$ cat src/rtl/ddr_avalon_bridge_if.sv
// ddr_if: host-side request/response bundle of the DDR port.
//
// Handshake: a request is one cycle of read or write (with addr, wdata,
// byteenable and burstcnt valid in that cycle) presented while busy is low.
// busy doubles as the inverted ready: while it is high, strobes are dropped,
// not queued. Read data returns as one rdata_ready pulse per beat, with no
// back-pressure from the host.
//
// Members:
//   addr        word address (64-bit words)
//   wdata       single-beat write data
//   byteenable  write byte enables
//   burstcnt    read beat count, 0 behaves as 1
//   read/write  request strobes
//   acquire     arbitration hint from the host side
//   busy        request outstanding
//   rdata       read beat data
//   rdata_ready one-cycle pulse per returned beat
// Modports: from_host (memory-side responder), to_host (requester).
interface ddr_if #(
  parameter int ADDR_W  = 29,
  parameter int DATA_W  = 64,
  parameter int BURST_W = 8
);
  logic [ADDR_W-1:0]   addr;
  logic [DATA_W-1:0]   wdata;
  logic [DATA_W/8-1:0] byteenable;
  logic [BURST_W-1:0]  burstcnt;
  logic                read;
  logic                write;
  logic                acquire;
  logic                busy;
  logic [DATA_W-1:0]   rdata;
  logic                rdata_ready;

  modport from_host (
    input  addr, wdata, byteenable, burstcnt, read, write, acquire,
    output busy, rdata, rdata_ready
  );

  modport to_host (
    output addr, wdata, byteenable, burstcnt, read, write, acquire,
    input  busy, rdata, rdata_ready
  );
endinterface

$ cat src/rtl/ddr_avalon_bridge.sv
// ddr_avalon_bridge: memory-side responder of ddr_if driving an Avalon-MM
// burst port. Single-cycle host strobes become Avalon requests held until
// waitrequest drops; read beats are forwarded as rdata/rdata_ready pulses.
//
// Ports:
//   clk, reset        clock, asynchronous active-high reset
//   host              ddr_if.from_host request/response bundle
//   ddram_busy        Avalon waitrequest
//   ddram_dout        Avalon readdata
//   ddram_dout_ready  Avalon readdatavalid
//   ddram_addr        Avalon address
//   ddram_burstcnt    Avalon burstcount
//   ddram_din         Avalon writedata
//   ddram_be          Avalon byteenable
//   ddram_rd/we       Avalon read/write
//   dbg_state         current FSM state (IDLE=0, RD_REQ=1, RD_DATA=2, WR_REQ=3)
module ddr_avalon_bridge #(
  parameter int ADDR_W  = 29,
  parameter int DATA_W  = 64,
  parameter int BURST_W = 8
) (
  input  logic                clk,
  input  logic                reset,
  ddr_if.from_host            host,
  input  logic                ddram_busy,
  input  logic [DATA_W-1:0]   ddram_dout,
  input  logic                ddram_dout_ready,
  output logic [ADDR_W-1:0]   ddram_addr,
  output logic [BURST_W-1:0]  ddram_burstcnt,
  output logic [DATA_W-1:0]   ddram_din,
  output logic [DATA_W/8-1:0] ddram_be,
  output logic                ddram_rd,
  output logic                ddram_we,
  output logic [1:0]          dbg_state
);

  typedef enum logic [1:0] {
    IDLE    = 2'd0,
    RD_REQ  = 2'd1,
    RD_DATA = 2'd2,
    WR_REQ  = 2'd3
  } state_t;

  state_t             state;
  logic [BURST_W-1:0] beat_cnt;
  logic [BURST_W-1:0] req_len;
  logic [BURST_W-1:0] cnt_after;
  logic               beat_take;
  logic               unused_acquire;

  // The arbitration hint matters only to the mux upstream.
  assign unused_acquire = host.acquire;

  assign req_len   = (host.burstcnt == '0) ? BURST_W'(1) : host.burstcnt;
  // A zero counter swallows surplus beats, so the counter never wraps.
  assign beat_take = ddram_dout_ready && (beat_cnt != '0);
  assign cnt_after = beat_take ? beat_cnt - BURST_W'(1) : beat_cnt;
  assign dbg_state = state;

  always_ff @(posedge clk or posedge reset) begin
    if (reset) begin
      state            <= IDLE;
      beat_cnt         <= '0;
      host.busy        <= 1'b1;
      host.rdata       <= '0;
      host.rdata_ready <= 1'b0;
      ddram_addr       <= '0;
      ddram_burstcnt   <= BURST_W'(1);
      ddram_din        <= '0;
      ddram_be         <= '0;
      ddram_rd         <= 1'b0;
      ddram_we         <= 1'b0;
    end else begin
      host.rdata_ready <= 1'b0;
      case (state)
        IDLE: begin
          host.busy <= 1'b0;
          // busy is the registered flag, so a strobe in the cycle busy is
          // still high (e.g. right after a write) is ignored.
          if (!host.busy && (host.read || host.write)) begin
            ddram_addr <= host.addr;
            ddram_din  <= host.wdata;
            ddram_be   <= host.byteenable;
            host.busy  <= 1'b1;
            if (host.read) begin
              ddram_burstcnt <= req_len;
              beat_cnt       <= req_len;
              ddram_rd       <= 1'b1;
              state          <= RD_REQ;
            end else begin
              ddram_burstcnt <= BURST_W'(1);
              ddram_we       <= 1'b1;
              state          <= WR_REQ;
            end
          end
        end

        RD_REQ: begin
          if (beat_take) begin
            host.rdata       <= ddram_dout;
            host.rdata_ready <= 1'b1;
            beat_cnt         <= cnt_after;
          end
          if (!ddram_busy) begin
            ddram_rd <= 1'b0;
            // All beats may already be in if they raced the command accept.
            if (cnt_after == '0) begin
              host.busy <= 1'b0;
              state     <= IDLE;
            end else begin
              state <= RD_DATA;
            end
          end
        end

        RD_DATA: begin
          if (beat_take) begin
            host.rdata       <= ddram_dout;
            host.rdata_ready <= 1'b1;
            beat_cnt         <= cnt_after;
          end
          // busy falls together with the final rdata_ready pulse.
          if (cnt_after == '0) begin
            host.busy <= 1'b0;
            state     <= IDLE;
          end
        end

        WR_REQ: begin
          // busy is released one cycle later, from IDLE.
          if (!ddram_busy) begin
            ddram_we <= 1'b0;
            state    <= IDLE;
          end
        end

        default: state <= IDLE;
      endcase
    end
  end

endmodule

$ cat src/flat_wrapper.sv
// flat-port wrapper written by rule: the top's interface ports become plain ports
module ddr_avalon_bridge_flat 
#(
  parameter int ADDR_W  = 29,
  parameter int DATA_W  = 64,
  parameter int BURST_W = 8
)
  (clk, reset, ddram_busy, ddram_dout, ddram_dout_ready, ddram_addr, ddram_burstcnt, ddram_din, ddram_be, ddram_rd, ddram_we, dbg_state, host_addr, host_wdata, host_byteenable, host_burstcnt, host_read, host_write, host_acquire, host_busy, host_rdata, host_rdata_ready);
  ddr_if #(.ADDR_W(ADDR_W), .DATA_W(DATA_W), .BURST_W(BURST_W)) host_i ();
  input  logic clk;
  input  logic reset;
  input  logic ddram_busy;
  input  logic [DATA_W-1:0] ddram_dout;
  input  logic ddram_dout_ready;
  output logic [ADDR_W-1:0] ddram_addr;
  output logic [BURST_W-1:0] ddram_burstcnt;
  output logic [DATA_W-1:0] ddram_din;
  output logic [DATA_W/8-1:0] ddram_be;
  output logic ddram_rd;
  output logic ddram_we;
  output logic [1:0] dbg_state;
  input wire logic [$bits(host_i.addr)-1:0] host_addr;
  input wire logic [$bits(host_i.wdata)-1:0] host_wdata;
  input wire logic [$bits(host_i.byteenable)-1:0] host_byteenable;
  input wire logic [$bits(host_i.burstcnt)-1:0] host_burstcnt;
  input wire logic [$bits(host_i.read)-1:0] host_read;
  input wire logic [$bits(host_i.write)-1:0] host_write;
  input wire logic [$bits(host_i.acquire)-1:0] host_acquire;
  output wire logic [$bits(host_i.busy)-1:0] host_busy;
  output wire logic [$bits(host_i.rdata)-1:0] host_rdata;
  output wire logic [$bits(host_i.rdata_ready)-1:0] host_rdata_ready;
  assign host_i.addr = host_addr;
  assign host_i.wdata = host_wdata;
  assign host_i.byteenable = host_byteenable;
  assign host_i.burstcnt = host_burstcnt;
  assign host_i.read = host_read;
  assign host_i.write = host_write;
  assign host_i.acquire = host_acquire;
  assign host_busy = host_i.busy;
  assign host_rdata = host_i.rdata;
  assign host_rdata_ready = host_i.rdata_ready;
  ddr_avalon_bridge #(.ADDR_W(ADDR_W), .DATA_W(DATA_W), .BURST_W(BURST_W)) u_core (.clk(clk), .reset(reset), .host(host_i), .ddram_busy(ddram_busy), .ddram_dout(ddram_dout), .ddram_dout_ready(ddram_dout_ready), .ddram_addr(ddram_addr), .ddram_burstcnt(ddram_burstcnt), .ddram_din(ddram_din), .ddram_be(ddram_be), .ddram_rd(ddram_rd), .ddram_we(ddram_we), .dbg_state(dbg_state));
endmodule
$ cat config.mk
export PLATFORM = sky130hd
export DESIGN_NAME = ddr_avalon_bridge_flat
export DESIGN_NICKNAME = d
export VERILOG_FILES = /design/src/rtl/ddr_avalon_bridge_if.sv /design/src/rtl/ddr_avalon_bridge.sv /design/src/flat_wrapper.sv
export SDC_FILE = /design/constraint.sdc
export NUM_CORES = 1
export LEC_CHECK = 0
export ABC_AREA = 1
export CORE_MARGIN = 2
export CORE_UTILIZATION = 41
export CTS_CLUSTER_SIZE = 28
export DETAILED_ROUTE_END_ITERATION = 8
export MAX_ROUTING_LAYER = met4
export PLACE_DENSITY = 0.87
export SKIP_CTS_REPAIR_TIMING = 1
export SYNTH_ARGS = -nofsm -noshare
export SYNTH_HDL_FRONTEND = slang
export SYNTH_SLANG_ARGS = --single-unit
$ cat constraint.sdc
create_clock -name clk -period 8.4 [get_ports clk]
set_input_delay 1.68 -clock clk [delete_from_list [all_inputs] [get_ports clk]]
set_output_delay 1.68 -clock clk [all_outputs]
set_load 0.01 [all_outputs]
# [After elaboration in Yosys (flattened, before gate mapping)]
# Cells that the tools add are included.
[classes] eq_ne=10 n_addsub=1 reduce_logical=20 n_mux=27
[op_table] cell="two-way mux 8 bit" n=6
[op_table] cell="logical NOT 8 bit" n=2
[op_table] cell="case mux 8 bit (2 select lines)" n=1
[op_table] cell="AND reduction 4 bit" n=4
[op_table] cell="two-way mux 2 bit" n=6
[op_table] cell="two-way mux 1 bit" n=10
[op_table] cell="!= test 2 bit (second input constant)" n=4
[op_table] cell="case mux 2 bit (4 select lines)" n=1
[op_table] cell="nonzero test 8 bit" n=1
[op_table] cell="subtractor 8 x 1 -> 8 bit (second input constant)" n=1
[op_table] cell="!= test 2 x 1 -> 1 bit (second input constant)" n=3
[op_table] cell="AND reduction 2 bit" n=3
[op_table] cell="nonzero test 2 bit" n=3
[op_table] cell="equality test 2 bit (second input constant)" n=2
[op_table] cell="case mux 1 bit (2 select lines)" n=2
[op_table] cell="case mux 1 bit (3 select lines)" n=1
[op_table] cell="nonzero test 3 bit" n=1
[op_table] cell="equality test 2 x 1 -> 1 bit (second input constant)" n=1
[op_table] cell="logical AND 1 bit" n=2
[op_table] cell="logical NOT 2 bit" n=1
[op_table] cell="OR reduction 2 bit" n=1
[op_table] cell="logical NOT 1 bit" n=1
[op_table] cell="logical OR 1 bit" n=1
[totals] regBits=187 in_bits=180 out_inout_bits=179 elab_cells=69

# [Logic depth before layout (Yosys ltp)]
# Gate-level depths: netlist of the first run.
[depth] depth_word=7 depth_mapped=15 mapped_depth_nobuf=15

# [Least setup slack after synthesis of the first run]
# No wires, ideal clock.
[synth_timing] path_kind="input port to flip-flop" start="in host_write" end="reg u_core.ddram_addr[0]" path_stages=9 t_required_ns=8.335 arrival_time_ns=2.654 setup_time_ns=0.065 setup_slack_ns=5.681 n_path_buf=2 path_cell_list="nor2_1 > nor2_1 > inv_1 > nor2_4 > inv_2 > buf_2 > buf_1 > nand2_1 > nand2_1"
[synth_between] elab_chain_len=3
[synth_rtl] element="start: declaration" line_no="flat_wrapper.sv:27" source="input wire logic [$bits(host_i.write)-1:0] host_write;"
[synth_rtl] element="logical OR 1 bit" line_no="ddr_avalon_bridge.sv:80" source="if (!host.busy && (host.read || host.write)) begin"
[synth_rtl] element="logical AND 1 bit" line_no="ddr_avalon_bridge.sv:80"
[synth_rtl] element="AND reduction 2 bit (no line)"
[synth_rtl] element="end signal: assignment" line_no="ddr_avalon_bridge.sv:81" source="ddram_addr <= host.addr;"
[synth_rtl] element="end: declaration" line_no="ddr_avalon_bridge.sv:28" source="output logic [ADDR_W-1:0] ddram_addr,"
# No other way between the ends.
# A chain may end at the register's enable or synchronous reset.

# [Worst setup path after layout of the first run]
[layout_timing] start="in host_read" end="reg u_core.ddram_burstcnt[0]"
[layout_between] elab_chain_len=3 elab_cells_between_ends=4 classes_between="mux (1); reduce/logical (3)"
[layout_rtl] element="start: declaration" line_no="flat_wrapper.sv:26" source="input wire logic [$bits(host_i.read)-1:0] host_read;"
[layout_rtl] element="logical OR 1 bit" line_no="ddr_avalon_bridge.sv:80"
[layout_rtl] element="logical AND 1 bit" line_no="ddr_avalon_bridge.sv:80"
[layout_rtl] element="AND reduction 2 bit (no line)"
[layout_rtl] element="end signal: assignment" line_no="ddr_avalon_bridge.sv:86" source="ddram_burstcnt <= req_len;"
[layout_rtl] element="end: declaration" line_no="ddr_avalon_bridge.sv:29" source="output logic [BURST_W-1:0] ddram_burstcnt,"
# Several ways; a longest one is shown, not always the timed one.

==> results of run 1 <==
==> registers in the layout, indices dropped and copies added (netlist names) <==
signal	flops
u_core.beat_cnt	8
u_core.ddram_addr	29
u_core.ddram_be	8
u_core.host.rdata	64
u_core.ddram_burstcnt	8
u_core.dbg_state	2
u_core.ddram_rd	1
u_core.ddram_din	64
u_core.host.busy	1
u_core.host.rdata_ready	1
u_core.ddram_we	1
==> how the worst min path moves through the flow <==
stage          cells past startpoint               endpoint                   from
2_1_floorplan                      2       u_core.host.busy       u_core.host.busy
3_3_place_gp                       2  u_core.host.rdata[21]  u_core.host.rdata[21]
3_5_place_dp                       2  u_core.ddram_addr[10]  u_core.ddram_addr[10]
4_1_cts                            2   u_core.ddram_din[61]   u_core.ddram_din[61]
5_1_grt                            2   u_core.ddram_din[24]   u_core.ddram_din[24]
6_report                           2  u_core.host.rdata[18]  u_core.host.rdata[18]
==> cell usage after synthesis, drive strengths merged <==
master and number:
a21oi 3, a31oi 1, buf 24, clkbuf 13, dfrtp 185, dfstp 2
ha 5, inv 24, nand2 564, nand3 9, nand4 2, nor2 30
nor3 1, nor4 1, o21ai 23, o22ai 6, o32a 1, xor2 1
==> power by group through the flow <==
stage	registers, mW	clock network (mW)	logic (mW)
floorplan	1.78	0	0.909
global placement	1.58	0	2.24
detailed placement	1.60	0	2.30
CTS	1.59	0.818	2.31
global route	1.65	0.852	2.52
finish	1.59	0.801	2.28
==> worst max-delay path: stages <==
cell             delay, ns
clkdlybuf4s50_1       0.58
nor2_1                0.06
nor2_1                0.13
inv_1                 0.10
nor2_4                0.10
buf_4                 0.79
nand2_1               0.29
o32a_1                0.41
==> area by class of cell <==
cell class              instances  area, sq um
diodes                          1        2.502
clock buffers                  18        429.2
clock inverters                14        153.9
fillers                      1443         6140
inverters                      24        98.84
multi-input cells             647         2629
flip-flops and latches        187         4682
well taps                     229        286.5
repair buffers                361         3603
==> per-layer routing <==
metal	track usage, %	vias up
met5	-	-
met4	9.632	0
met3	6.906	46
met2	38.64	287
met1	28.90	3276
li1	-	3401
==> cell families after synthesis <==
kind of cell / share of synthesized area, %
simple gates: 31.10
fa+ha+maj: 0.8262
flops: 61.83
xor+xnor: 0.1157
buf+inv: 3.454
compound gates: 2.677
==> per-stage QoR <==
step | std cells | utilization (%) | setup slack (ns) | power [mW] | area, sq um
4_1_cts | 1480 | 65.92 | 4.542 | 4.723 | 11880
2_1_floorplan | 895 | - | 1.638 | 2.693 | 7572
3_5_place_dp | 1448 | 62.69 | 4.091 | 3.905 | 11300
3_3_place_gp | 1448 | 62.69 | 4.147 | 3.819 | 11300
5_1_grt | 1480 | 65.92 | 4.373 | 5.020 | 11880
6_report | 1481 | 65.94 | 4.587 | 4.673 | 11890
==> results by group, run 1 <==
Synthesis
  – Register area share after synthesis: 61.83%
  – Syn Inst Count: 895
  – Top cell type's share of synthesized area: 61.14%
  – Synth Warn #: 0
  – Synth Register Bits: 187
  – Syn Nets: 1,080
  – Syn Std Cell Area: 7572 sq um
  – Synth area leaders: dfrtp_1, nand2_1, buf_2
  – Synth cell types: 28
  – Post-Syn Area per Cell: 8.461 sq um
  – Post-synth top area cell: dfrtp_1

Global route
  – Largest net degree at the start of global routing: 111
  – Initial antenna violation count: 0
  – First-pass GRT wire length: 36,380 microns
  – Number of global-route vias before repair: 7,105
  – Grt ovf: 0
  – Total Routing Usage GR: 24.10%

Critical path
  – Setup crit start kind: input pin
  – R2r setup slk: 5.37 ns
  – Worst Path Required: 8.75 ns
  – Reg2Reg Depth: 8
  – CP endpoint: u_core.ddram_burstcnt[0]
  – Crit path kind: input pin to register
  – R2r endpoint: u_core.host.rdata[46]
  – CP arrival: 4.16 ns
  – Worst-path fanout max: 106
  – Worst r2r src: u_core.dbg_state[0]
  – Critical Path End Type: register
  – Crit. Startpoint: host_read

Power
  – Maximum VDD drop: 0.0002520 V
  – Pwr/cell area: 393.2 nW/um^2
  – Sw power: 1.819 mW
  – P_int: 2.854 mW
  – Clock group share of total power: 17.1%
  – Gate power share: 48.8%
  – Sequential power share: 34.1%
  – Leakage power total: 5.853 nW
  – Sw Ratio: 38.92%

Clock network
  – # clock sinks: 187
  – CTS tree: yes
  – Clock transition at path regs: 0.07 ns
  – Max clock buf depth: 2
  – Htree depth: 4
  – Worst skew pair latency: 0.43 ns
  – Root Driver: clkbuf_16
  – Number of buffers created by CTS: 17

Run
  – Max Cap Violations: 0

Final layout
  – Ratio of cells with drive above 1 in the final layout: 4.237%
  – Most common cell after layout, fill and taps aside: nand2_1
  – Highest-count cells in the layout ignoring fill and taps: nand2_1, clkdlybuf4s50_1, dfrtp_1
  – Nets: 1,423
  – Area added between synthesis and finish: 56.96%

STA
  – WHS: 0.4695 ns
  – F_max: 0.2623 GHz
  – Slew headroom: 25.95%
  – Least-Margin Pin Slew: 1.111 ns
  – RSZ-0062 raised after global routing: no
  – Fin crit period: 3.813 ns
  – Setup tns final: 0 ns
  – Final hold viol count: 0
  – Final period utilization: 45.39%
  – Skew final: 0.01374 ns
  – Final setup viols: 0
  – Final Max Slew Viols: 0

Detailed routing
  – DR WL met2: 11,100 microns
  – Pre-antenna DRT Iters: 4
  – Top layer in use: met4
  – Final wirelength: 22,890 microns
  – Met1 WL: 9048 microns
  – DRT iter0 DRCs: 356
  – DRC viols: 0
  – Vias per cell: 4.733
  – Post-DR wirelength/cell: 15.46 microns
  – Final ANT Viol Nets: 0
  – Metal3 WL: 1976 microns
  – Via Count: 7,010

Floorplan
  – Ports: 359
  – Die Wd: 139.9 microns
  – Die Ht: 139.9 microns
  – Core Area: 18,020 sq um
  – DIE AREA: 19,570 sq um
  – Num rows: 49
  – Initial Util: 42.01%

Status
  – Outcome: completed

Placed design
  – Port Buffer Count: 357
  – Gpl congestion: 0.8497
  – HPWL after detailed placement: 16,430 microns

Min path
  – HP Class: register to register
(Power assumes the default switching activity.)
==> run 2, diff against run 1 <==
Clock period 8.4 ns to 3.64 ns, I/O delays scaled along.
==> run 2 against run 1 <==
Net effect: routed wire length is 1.1% higher; register-to-register slack worse by 4.3 ns; worst setup slack lost 3.5 ns; critical path depth unchanged; cell area grew 0.20%; core utilization grew 0.13 points; die area unchanged.
==> results by group, run 2 (synthesis results as in run 1) <==
Status
  – Outcome: completed

Final layout
  – Highest-count cells in the layout ignoring fill and taps: nand2_1, clkdlybuf4s50_1, dfrtp_1
  – Filler Cells Inserted: 1,391 (-3.6%)
  – Most common cell after layout, fill and taps aside: nand2_1
  – Ant. Diodes: 0 (-1)
  – Largest regs: u_core.ddram_din: 64 flops, u_core.host.rdata: 64 flops, u_core.ddram_addr: 29 flops
  – Nets: 1,426 (+0.21%)
  – Ratio of cells with drive above 1 in the final layout: 4.389% (+0.15 points)
  – Final Instance Count excl. Fillers: 1,482 (+0.068%)
  – Area added between synthesis and finish: 57.27%

Floorplan
  – Num rows: 49 (unchanged)
  – Ports: 359 (unchanged)
  – Die Wd: 139.9 microns (unchanged)
  – Core Area: 18,020 sq um (unchanged)
  – DIE AREA: 19,570 sq um (unchanged)
  – Die Ht: 139.9 microns (unchanged)
  – Initial Util: 42.01% (unchanged)

Global route
  – Number of global-route vias before repair: 7,091 (-0.20%)
  – Grt ovf: 0 (unchanged)
  – Initial antenna violation count: 0 (unchanged)
  – Total Routing Usage GR: 24.27% (+0.17 points)
  – First-pass GRT wire length: 36,600 microns (+0.59%)
  – Largest net degree at the start of global routing: 107 (-3.6%)

Run
  – Max Cap Violations: 0 (unchanged)

STA
  – Final hold viol count: 0 (unchanged)
  – Final setup viols: 0 (unchanged)
  – Final period utilization: 69.94%
  – Final Max Slew Viols: 0 (unchanged)
  – F_max: 0.3928 GHz
  – Skew final: 0.01135 ns (-0.002393 ns)
  – Least-Margin Pin Slew: 1.101 ns (-0.009940 ns)
  – Slew headroom: 26.61% (+0.66 points)
  – RSZ-0062 raised after global routing: no
  – Setup tns final: 0 ns (unchanged)
  – Fin crit period: 2.546 ns

Power
  – Maximum VDD drop: 0.0005958 V (+140%)
  – Pwr/cell area: 901.6 nW/um^2 (+130%)
  – Leakage power total: 5.854 nW (about the same)

Critical path
  – Slowest stage delay, CP: 0.78 ns (about the same)
  – Worst Path Required: 3.99 ns (-4.76 ns)
  – Crit path kind: register to register
  – Crit path top cell by count: nand2_1
  – Critical Path End Type: register
  – CP arrival: 2.89 ns (-1.27 ns)
  – CP Buf/Inv Count: 2 (-1)
  – Top delay family on crit path: buffers and inverters
  – CP Cell Sequence: inv_1 > ha_1 > nand2_1 > o21ai_4 > nor2_4 > inv_2 > nand2_1 > nand2_1
  – Slowest-stage cell, CP: inv_2
  – Setup crit start kind: register
  – Worst-path fanout max: 64 (-40%)

Clock network
  – CTS tree: yes
  – Worst skew pair latency: 0.42 ns (about the same)
  – Max clock buf depth: 2 (unchanged)
  – Number of buffers created by CTS: 17 (unchanged)
  – # clock sinks: 187 (unchanged)
  – Root Driver: clkbuf_16
  – Htree depth: 4 (unchanged)
  – Clock transition at path regs: 0.07 ns (about the same)

Detailed routing
  – Post-DR wirelength/cell: 15.61 microns (+1.0%)
  – Final ANT Viol Nets: 0 (unchanged)
  – Final wirelength: 23,140 microns (+1.1%)
  – Vias per cell: 4.800 (+1.4%)
  – Pre-antenna DRT Iters: 4 (unchanged)
  – DRC viols: 0 (unchanged)
  – Via Count: 7,113 (+1.5%)
  – DRT iter0 DRCs: 385 (+8.1%)

Min path
  – HP Class: register to register

Placed design
  – HPWL after detailed placement: 16,560 microns (+0.84%)
  – Placed cells: 1,451 (+0.21%)
  – Port Buffer Count: 357 (unchanged)
  – Gpl congestion: 0.8618 (+1.4%)
-- run 2: cell types whose count changed in the layout (fill, tap and decap cells not counted) --
cell and change:
buf_12 +3, inv_8 -3, bufinv_16 -1, clkinvlp_4 +3, clkbuf_8 +3, diode_2 -1, clkinv_4 -2, clkinv_8 -1
-- run 2: layer usage --
layer | vias up | share of wire, % | track usage [%]
li1 | 3416 | - | -
met5 | - | 0 | -
met2 | 302 | 49 | 40.10
met3 | 44 | 8.3 | 7.179
met4 | 0 | 3.2 | 8.421
met1 | 3351 | 40 | 28.43
-- run 2: where the power goes --
group | total (mW) | internal, mW | switching [mW]
logic | 5.29 | 2.52 | 2.76
clock network | 1.77 | 0.940 | 0.829
registers | 3.68 | 3.11 | 0.575
-- run 2: metrics by stage --
step / setup WS [ns] / utilization (%) / hold slack [ns] / power [mW] / instance area [sq um]
CTS: 1.094 / 66.07 / 0.4737 / 10.85 / 11910
detailed placement: 0.8453 / 63.00 / 0.4570 / 9.024 / 11360
global placement: 0.8624 / 63.00 / 0.4517 / 8.821 / 11360
global route: 0.8441 / 66.07 / 0.4931 / 11.53 / 11910
floorplan: 0.5071 / - / 0.4983 / 6.216 / 7576
finish: 1.094 / 66.07 / 0.4694 / 10.74 / 11910
-- run 2: worst min-delay path: cells and delay by family (launching register included) --
kind	cells	cell delay [ns]
DFF	1	0.34
and+or+nand+nor	2	0.09
-- run 2: area by class of cell --
cell class	count	area (sq um)	share of cell area, %
Clock buffer	21	470.5	3.950
Clock inverter	10	82.58	0.6934
Inverter	24	95.09	0.7985
Multi-Input combinational cell	647	2629	22.07
Sequential cell	187	4682	39.32
Tap cell	229	286.5	2.406
Timing Repair Buffer	364	3664	30.76
-- run 2: final timing paths --
| path | startpoint | to | slack, ns | cells after the start |
|---|---|---|---|---|
| worst max-delay path | u_core.beat_cnt[0] | u_core.host.rdata[40] | 1.09 | 8 |
| worst min-delay path | u_core.ddram_din[43] | u_core.ddram_din[43] | 0.47 | 2 |
| worst max register to register | u_core.beat_cnt[0] | u_core.host.rdata[40] | 1.09 | 8 |
| worst min register to register | u_core.ddram_din[43] | u_core.ddram_din[43] | 0.47 | 2 |
| max in group asynchronous | reset | u_core.ddram_din[21] | 2.39 | 3 |
| min in group asynchronous | reset | u_core.ddram_addr[13] | 0.82 | 3 |
==> run 3, diff against run 2 <==
Settings changed: CORE_ASPECT_RATIO set to 1.5, CORE_UTILIZATION 41 to 37, PLACE_DENSITY 0.87 to 0.84.
Clock period 3.64 ns to 2.1 ns, I/O delays scaled along.
==> run 3 against run 2 <==
Net effect: non-clock buffer count rose by 17; clock-buffer cell count did not move; first-iteration DRC count fell by 12%; highest routed layer unchanged.
==> results by group, run 3 (synthesis results as in run 1) <==
STA
  – Final period utilization: 94.43%
  – Skew final: 0.01435 ns (+0.003004 ns)
  – RSZ-0062 raised after global routing: yes
  – WHS: 0.4693 ns (-0.0001380 ns)
  – Setup tns final: 0 ns (unchanged)
  – Final hold viol count: 0 (unchanged)
  – Final Max Slew Viols: 0 (unchanged)
  – Least-Margin Pin Slew: 0.4577 ns (-0.6431 ns)
  – Slew headroom: 69.49% (+43 points)
  – F_max: 0.5043 GHz
  – Fin crit period: 1.983 ns
  – Final setup viols: 0 (unchanged)

Critical path
  – Worst Path Required: 1.68 ns (-2.31 ns)
  – Slowest-stage cell, CP: clkdlybuf4s50_1
  – Setup crit start kind: register
  – Top delay family on crit path: buffers and inverters
  – Slowest stage delay, CP: 0.60 ns (-0.18 ns)
  – CP arrival: 1.56 ns (-1.33 ns)
  – CP Buf/Inv Count: 1 (-1)
  – R2r endpoint: u_core.beat_cnt[6]
  – R2r setup slk: 0.13 ns (-0.96 ns)
  – Reg2Reg Depth: 11 (+3)
  – Worst-path fanout max: 2 (-97%)
  – Critical Path End Type: primary output
  – Worst r2r src: u_core.beat_cnt[0]
  – Crit path kind: register to primary output
  – CP Cell Sequence: clkdlybuf4s50_1

Detailed routing
  – Via Count: 7,152 (+0.55%)
  – Vias per cell: 4.656 (-3.0%)
  – Final wirelength: 22,660 microns (-2.1%)
  – DRC viols: 0 (unchanged)
  – DRT iter0 DRCs: 337 (-12%)
  – Pre-antenna DRT Iters: 5 (+1)
  – Post-DR wirelength/cell: 14.75 microns (-5.5%)
  – Final ANT Viol Nets: 0 (unchanged)

Final layout
  – Most common cell after layout, fill and taps aside: nand2_1
  – Ratio of cells with drive above 1 in the final layout: 6.053% (+1.7 points)
  – Area added between synthesis and finish: 61.29%
  – Largest regs: u_core.ddram_din: 64 flops, u_core.host.rdata: 64 flops, u_core.ddram_addr: 29 flops
  – Ant. Diodes: 0 (unchanged)
  – Highest-count cells in the layout ignoring fill and taps: nand2_1, clkdlybuf4s50_1, dfrtp_1
  – Nets: 1,444 (+1.3%)

Min path
  – WHS Endpoint: u_core.host.rdata[0]
  – Hold Crit Start: u_core.host.rdata[0]
  – Hold-critical path depth: 2 (unchanged)
  – HP Class: register to register

Floorplan
  – Initial Util: 37.38% (-4.6 points)
  – DIE AREA: 21,650 sq um (+11%)
  – Num rows: 64 (+31%)
  – Die Wd: 120.8 microns (-14%)
  – Ports: 359 (unchanged)
  – Core Area: 20,260 sq um (+12%)
  – Die Ht: 179.2 microns (+28%)

Clock network
  – # clock sinks: 187 (unchanged)
  – CTS tree: yes
  – Root Driver: clkbuf_16
  – Htree depth: 4 (unchanged)
  – Worst skew pair latency: 0.43 ns (about the same)
  – Clock transition at path regs: 0.07 ns (about the same)
  – Number of buffers created by CTS: 17 (unchanged)
  – Max clock buf depth: 2 (unchanged)

Power
  – Maximum VDD drop: 0.0008809 V (+48%)
  – Pwr/cell area: 1552 nW/um^2 (+72%)
  – Leakage power total: 5.984 nW (+2.2%)

Global route
  – First-pass GRT wire length: 34,600 microns (-5.4%)
  – Largest net degree at the start of global routing: 82 (-23%)
  – Initial antenna violation count: 0 (unchanged)
  – Total Routing Usage GR: 21.11% (-3.2 points)
  – Grt ovf: 0 (unchanged)
  – Number of global-route vias before repair: 6,979 (-1.6%)

Placed design
  – HPWL after detailed placement: 16,760 microns (+1.2%)
  – Gpl congestion: 0.8375 (-2.8%)
  – Port Buffer Count: 357 (unchanged)

Status
  – Outcome: completed

Run
  – Max Cap Violations: 0 (unchanged)
[run 3: cell count changes in the layout (fill, tap and decap cells not counted), sizes merged]
cell,previous run,this run
buf,7,24
bufinv,0,1
clkinv,4,7
clkinvlp,4,2
inv,26,25
nor2,30,31
[run 3: tightest hold or removal path, delay by kind of cell (launching register included)]
family / cells / cell delay (ns)
flip-flops: 1 / 0.34
AND/OR/NAND/NOR: 2 / 0.09
[run 3: power breakdown]
| group | leakage (nW) | switching [mW] | total (mW) | internal [mW] |
|---|---|---|---|---|
| clock | 0.280 | 1.41 | 3.13 | 1.72 |
| combinational | 3.39 | 4.76 | 9.40 | 4.64 |
| sequential | 2.31 | 1.04 | 6.43 | 5.39 |
| total | 5.98 | 7.21 | 19.0 | 11.7 |
[run 3: stage by stage]
stage	instance area (sq um)	power, mW	worst slack, ns	instances	util (%)
2_1_floorplan	7576	10.77	-0.7249	895	-
3_3_place_gp	11580	15.50	0.09856	1500	57.16
3_5_place_dp	11580	15.81	0.04080	1500	57.16
4_1_cts	12150	19.03	0.001270	1532	59.98
5_1_grt	12210	20.33	-0.02669	1536	60.28
6_report	12210	18.96	0.1170	1536	60.28
[run 3: how the worst max path moves through the flow]
stage	start	to	slack (ns)	cells past startpoint
3_5_place_dp	u_core.dbg_state[0]	u_core.host.rdata[30]	0.04	8
3_3_place_gp	u_core.dbg_state[0]	u_core.beat_cnt[2]	0.1	9
2_1_floorplan	reset	u_core.beat_cnt[0]	-0.72	1
4_1_cts	u_core.dbg_state[0]	u_core.beat_cnt[6]	0.001	9
6_report	u_core.ddram_burstcnt[0]	ddram_burstcnt[0]	0.12	1
5_1_grt	u_core.beat_cnt[0]	u_core.beat_cnt[6]	-0.03	11
[run 3: layer usage]
| metal | global-route usage [%] | share of wire, % |
|---|---|---|
| met5 | - | 0 |
| met4 | 7.171 | 1.4 |
| met3 | 6.170 | 8.2 |
| met2 | 37.24 | 52 |
| met1 | 22.58 | 38 |
[run 3: layout make-up]
cell class                 instances  area, sq um
timing repair buffer             381         3866
multi-input combinational        648         2664
sequential                       187         4683
clock inverter                    11        111.4
tap                              264        330.3
inverter                          24        97.59
fill                            1618         8046
clock buffer                      21        460.4
